[src/rtl/aes_mc_pkg.sv]
// Shared GF(2^8) arithmetic, FSM encoding and column helpers for the
// iterative MixColumns / InvMixColumns engine.
package aes_mc_pkg;

    typedef enum logic [1:0] {
        IDLE = 2'd0,
        RUN  = 2'd1,
        DONE = 2'd2
    } mc_state_e;

    // Multiply by x modulo x^8 + x^4 + x^3 + x + 1
    function automatic logic [7:0] xtime(input logic [7:0] a);
        return {a[6:0], 1'b0} ^ (a[7] ? 8'h1b : 8'h00);
    endfunction

    function automatic logic [7:0] mul2(input logic [7:0] a);
        return xtime(a);
    endfunction

    function automatic logic [7:0] mul3(input logic [7:0] a);
        return xtime(a) ^ a;
    endfunction

    function automatic logic [7:0] mul9(input logic [7:0] a);
        return xtime(xtime(xtime(a))) ^ a;
    endfunction

    function automatic logic [7:0] mulb(input logic [7:0] a);
        return xtime(xtime(xtime(a))) ^ xtime(a) ^ a;
    endfunction

    function automatic logic [7:0] muld(input logic [7:0] a);
        return xtime(xtime(xtime(a))) ^ xtime(xtime(a)) ^ a;
    endfunction

    function automatic logic [7:0] mule(input logic [7:0] a);
        return xtime(xtime(xtime(a))) ^ xtime(xtime(a)) ^ xtime(a);
    endfunction

    // Column j of the state lives MSB-first at bits [127-32j -: 32]
    function automatic logic [31:0] col_get(input logic [127:0] s, input int j);
        return s[127 - 32*j -: 32];
    endfunction

    function automatic bit cols_legal(input int c);
        return (c == 1) || (c == 2) || (c == 4);
    endfunction

endpackage

[src/rtl/aes_mc_column.sv]
// Combinational single-column MixColumns (E_D=1) / InvMixColumns (E_D=0).
module aes_mc_column
    import aes_mc_pkg::*;
(
    input  logic        E_D,
    input  logic [31:0] col_in,
    output logic [31:0] col_out
);

    logic [7:0] a0, a1, a2, a3;

    assign {a0, a1, a2, a3} = col_in;

    always_comb begin
        if (E_D) begin
            col_out = {mul2(a0) ^ mul3(a1) ^ a2       ^ a3,
                       a0       ^ mul2(a1) ^ mul3(a2) ^ a3,
                       a0       ^ a1       ^ mul2(a2) ^ mul3(a3),
                       mul3(a0) ^ a1       ^ a2       ^ mul2(a3)};
        end else begin
            col_out = {mule(a0) ^ mulb(a1) ^ muld(a2) ^ mul9(a3),
                       mul9(a0) ^ mule(a1) ^ mulb(a2) ^ muld(a3),
                       muld(a0) ^ mul9(a1) ^ mule(a2) ^ mulb(a3),
                       mulb(a0) ^ muld(a1) ^ mul9(a2) ^ mule(a3)};
        end
    end

endmodule

[src/rtl/aes_mix_col_engine.sv]
// Iterative, handshaked MixColumns/InvMixColumns over the full 128-bit state,
// COLS_PER_CYCLE columns per clock; final round passes the state through.
module aes_mix_col_engine
    import aes_mc_pkg::*;
#(
    parameter int COLS_PER_CYCLE = 1,
    parameter int RND_W          = 4
) (
    input  logic             CLK,
    input  logic             RST_N,
    input  logic             MC_IN_VALID,
    output logic             MC_IN_READY,
    input  logic [127:0]     MC_IN,
    input  logic             MC_E_D,
    input  logic [RND_W-1:0] MC_COUNT_ROUND,
    input  logic [RND_W-1:0] MC_FINAL_ROUND_COUNT,
    output logic             MC_OUT_VALID,
    input  logic             MC_OUT_READY,
    output logic [127:0]     MC_OUT,
    output logic             MC_BUSY
);

    localparam int N     = 4 / COLS_PER_CYCLE;
    localparam int CNT_W = (N > 1) ? $clog2(N) : 1;

    if (!cols_legal(COLS_PER_CYCLE)) begin : g_bad_cols
        $error("aes_mix_col_engine: COLS_PER_CYCLE must be 1, 2 or 4");
    end

    mc_state_e          state, state_nx;
    logic [CNT_W-1:0]   cnt, cnt_nx;
    logic [127:0]       work, work_nx, work_upd;
    logic               mode, mode_nx;
    logic               accept, last_col;

    logic [COLS_PER_CYCLE-1:0][31:0] col_in, col_out;

    for (genvar i = 0; i < COLS_PER_CYCLE; i++) begin : g_col
        aes_mc_column u_col (
            .E_D     (mode),
            .col_in  (col_in[i]),
            .col_out (col_out[i])
        );
    end

    // The column counter steers which slice of the working state each lane sees
    always_comb begin
        for (int i = 0; i < COLS_PER_CYCLE; i++)
            col_in[i] = col_get(work, int'(cnt) * COLS_PER_CYCLE + i);
    end

    always_comb begin
        work_upd = work;
        for (int i = 0; i < COLS_PER_CYCLE; i++)
            work_upd[127 - 32*(int'(cnt) * COLS_PER_CYCLE + i) -: 32] = col_out[i];
    end

    assign MC_IN_READY  = (state == IDLE) || ((state == DONE) && MC_OUT_READY);
    assign MC_OUT_VALID = (state == DONE);
    assign MC_BUSY      = (state != IDLE);
    assign MC_OUT       = work;
    assign accept       = MC_IN_VALID && MC_IN_READY;
    assign last_col     = (cnt == CNT_W'(N - 1));

    always_comb begin
        state_nx = state;
        cnt_nx   = cnt;
        work_nx  = work;
        mode_nx  = mode;
        unique case (state)
            RUN: begin
                work_nx = work_upd;
                cnt_nx  = cnt + 1'b1;
                if (last_col) begin
                    state_nx = DONE;
                    cnt_nx   = '0;
                end
            end
            DONE:    if (MC_OUT_READY) state_nx = IDLE;
            default: ;
        endcase
        // A new accept can coincide with the DONE release and overrides it
        if (accept) begin
            work_nx  = MC_IN;
            mode_nx  = MC_E_D;
            cnt_nx   = '0;
            state_nx = (MC_COUNT_ROUND == MC_FINAL_ROUND_COUNT) ? DONE : RUN;
        end
    end

    always_ff @(posedge CLK or negedge RST_N) begin
        if (!RST_N) begin
            state <= IDLE;
            cnt   <= '0;
            work  <= '0;
            mode  <= 1'b0;
        end else begin
            state <= state_nx;
            cnt   <= cnt_nx;
            work  <= work_nx;
            mode  <= mode_nx;
        end
    end

endmodule

[config.mk]
export PLATFORM = sky130hd
export DESIGN_NAME = aes_mix_col_engine
export DESIGN_NICKNAME = d
export VERILOG_FILES = /design/src/rtl/aes_mc_pkg.sv /design/src/rtl/aes_mc_column.sv /design/src/rtl/aes_mix_col_engine.sv
export SDC_FILE = /design/constraint.sdc
export NUM_CORES = 1
export LEC_CHECK = 0
export BUFFER_PORTS_ARGS = -buffer_cell sky130_fd_sc_hd__buf_2
export CORE_MARGIN = 8
export CORE_UTILIZATION = 35
export CTS_CLUSTER_SIZE = 40
export DETAILED_ROUTE_END_ITERATION = 12
export PLACE_DENSITY_LB_ADDON = 0.12
export RECOVER_POWER = 50
export SLEW_MARGIN = 5
export SYNTH_ARGS = -nofsm -noshare
export SYNTH_HDL_FRONTEND = slang
export SYNTH_SLANG_ARGS = --single-unit
[constraint.sdc]
create_clock -name CLK -period 8.1 [get_ports CLK]
set_clock_uncertainty 0.05 [all_clocks]
set_input_delay 0.405 -clock CLK [delete_from_list [all_inputs] [get_ports CLK]]
set_output_delay 0.405 -clock CLK [all_outputs]
set_load 0.02 [all_outputs]
==> run_results.csv <==
group,metric,value,unit
outcome,status,"finished with violations",
outcome,violations,"capacitance limit, slew limit",
routing,vias_per_cell,5.48,
clocking,cts_setup_buffers,0,
timing,rsz0062_at_grt,"no",
worst_hold_path,hold_path_startpoint,"MC_E_D",
synthesis,syn_area,8510,um2
worst_hold_path,hold_end,"mode",
global_route,first_global_vias,7953,
routing,first_iter_violations,462,
cells_and_area,final_common_cell,"buf_2",
die,core-area,24100,um2
routing,wl_per_cell,24.9,um
timing,relSlewSlack,-132,%
setup_path,reg2reg_to,"MC_OUT[16]",
timing,fmax,199,MHz
setup_path,start_kind,"input pin",
cells_and_area,regArea,3330,um2
clocking,cts_tree,"built",
cells_and_area,drive_gt1_share,24.2,%
placement,io_buffers,271,
worst_hold_path,hold_depth,2,
worst_hold_path,hp-class,"in -> reg",
global_route,grt_pass1_wl,49.4,mm
setup_path,crit_chain,"dlygate4sd3_1 -> clkbuf_1 -> clkbuf_2",
synthesis,synth_top_area_share,39.1,%
clocking,holdBufCountCts,1,
placement,dpl_cell_area,10100,um2
placement,dpl.hpwl,24.6,mm
cells_and_area,multi_input_area,4930,um2
timing,setup_viol,0,
global_route,grt.total_usage,22.6,%
timing,finalCritPeriodShare,62.0,%
cells_and_area,syn2layout_area_growth,24.5,%
cells_and_area,fin_nets,1147,
routing,drc_errors,0,
setup_path,crit_family,"buffers and inverters",
setup_path,path_depth,3,
clocking,clock_latency,430,ps
synthesis,syn_inst,762,
clocking,htreeDepth,4,
setup_path,worstPathMaxFanout,74,
synthesis,synth_area_leader_cell,"dfrtp_1",
clocking,clk_path_buf_depth,2,
clocking,clock-sinks,133,
global_route,globalRoute.totalOverflow,0,
timing,finalHoldViolations,0,
synthesis,syn-mean-instance-area,11.2,um2
global_route,busiest_layer,"met2",
die,fp.dieH,172,um
job,maxCapViolCount,3,
die,row_count,57,
placement,dp.cells,1306,
setup_path,critical-path-slowest-cell,"clkbuf_1",
die,num_io_pins,272,
setup_path,path_buf_inv,3,
cells_and_area,final_area,10600,um2
global_route,use_met2,37.6,%
setup_path,cp_slowest_stage_delay,2400,ps
setup_path,worst-r2r-setup-slack,3260,ps
setup_path,r2r_start,"state[1]",
clocking,ctsRootBufferMaster,"clkbuf_16",
timing,worstMarginPinSlew,3480,ps
cells_and_area,final_cell_mix,"buf_2, clkbuf_1, dfrtp_1, xnor2_1, a22oi_1",
global_route,grt_max_degree,81,
synthesis,synthDistinctLibCells,40,
cells_and_area,layout.cells.non_filler,1340,
die,floorplan.initialDensity,35.3,%
synthesis,netlist_top_cells_area,"dfrtp_1, xnor2_1, a22oi_1",
setup_path,rr_worst_depth,6,
clocking,path_clk_slew,60,ps
cells_and_area,n_fill_cell,2502,
synthesis,syn_nets,907,
global_route,antenna_found_initial,1,
die,dieArea,29600,um2
clocking,post_cts_resize_count,0,
setup_path,critPathArrivalTime,5030,ps
setup_path,end_kind,"asynchronous set/reset pin",
routing,ant_nets,0,
routing,first_pass_iters,5,
timing,slew_violations,196,
global_route,use_met1,28.4,%
global_route,use_met3,5.94,%
synthesis,ys_seq_area_share,39.1,%
timing,tns,0,ps
routing,vias,7348,
placement,gp_congestion,0.837,
timing,finalCriticalPeriod,5020,ps
die,die_x,172,um
synthesis,yosysWarnings,0,
clocking,cts_buffers,17,
routing,wl,33.4,mm
setup_path,worstPathRequired,8110,ps
setup_path,critPathKind,"in -> async",
synthesis,ys_ff_latch,133,
[through the flow]
stage                     worst slack (ps)  utilization [%]  hold slack (ps)
after floorplan                       4900                -             59.4
after global placement                3890             42.0              361
after detailed placement              3750             42.0              363
after CTS                             3770             44.7              150
after global routing                  2130             44.0              156
final                                 3080             44.0              167
[routing by layer]
metal | vias to the layer above | part of all wire [%]
met4 | 0 | 2.5
met3 | 51 | 6.4
met5 | - | 0
met2 | 300 | 50
li1 | 3270 | -
met1 | 3727 | 41
[cell usage after synthesis (all sizes together)]
cell type	instances
xnor2	144
dfrtp	133
o21ai	132
a22oi	117
xor2	52
clkbuf	41
mux4	32
buf	19
nor2	18
nand2	15
a21oi	12
xnor3	10
inv	5
ha	4
o21a	4
a2bb2oi	3
o2bb2a	3
mux2	2
nand2b	2
nand3	2
nor2b	2
a21o	1
and2	1
and2b	1
nand4	1
o221a	1
o311ai	1
o41ai	1
or2	1
or4	1
xor3	1
[registers in the layout (all words and copies together), names as in the netlist]
| name | flops |
|---|---|
| MC_OUT | 128 |
| cnt | 2 |
| state | 2 |
| mode | 1 |
[kinds of logic after synthesis]
logic type	after synthesis	share of synthesized area (%)
compound gates	275	20.2
xor+xnor	207	25.3
fa+ha+maj	4	0.588
buf+inv	65	3.57
flops	133	39.1
mux	34	8.73
simple gates	44	2.47
[final cells by class]
type	count	area share, %
Timing Repair Buffer	281	11.9
Antenna cell	1	0.0236
Clock buffer	19	4.18
Multi-Input combinational cell	564	46.6
Sequential cell	133	31.4
Tap cell	324	3.83
Inverter	5	0.177
Clock inverter	13	1.87
[how the worst max path moves through the flow]
| stage | start | end | slack [ps] |
|---|---|---|---|
| after floorplan | cnt[0] | MC_OUT[45] | 4900 |
| after global routing | RST_N | cnt[1] | 2130 |
| after detailed placement | cnt[0] | MC_OUT[123] | 3750 |
| after CTS | cnt[0] | MC_OUT[123] | 3770 |
| after global placement | cnt[0] | MC_OUT[59] | 3890 |
| final | RST_N | cnt[1] | 3080 |
Power is left out: the tool's default activity adds up to more than one toggle a clock period on the data nets, which glitch-free logic cannot reach.
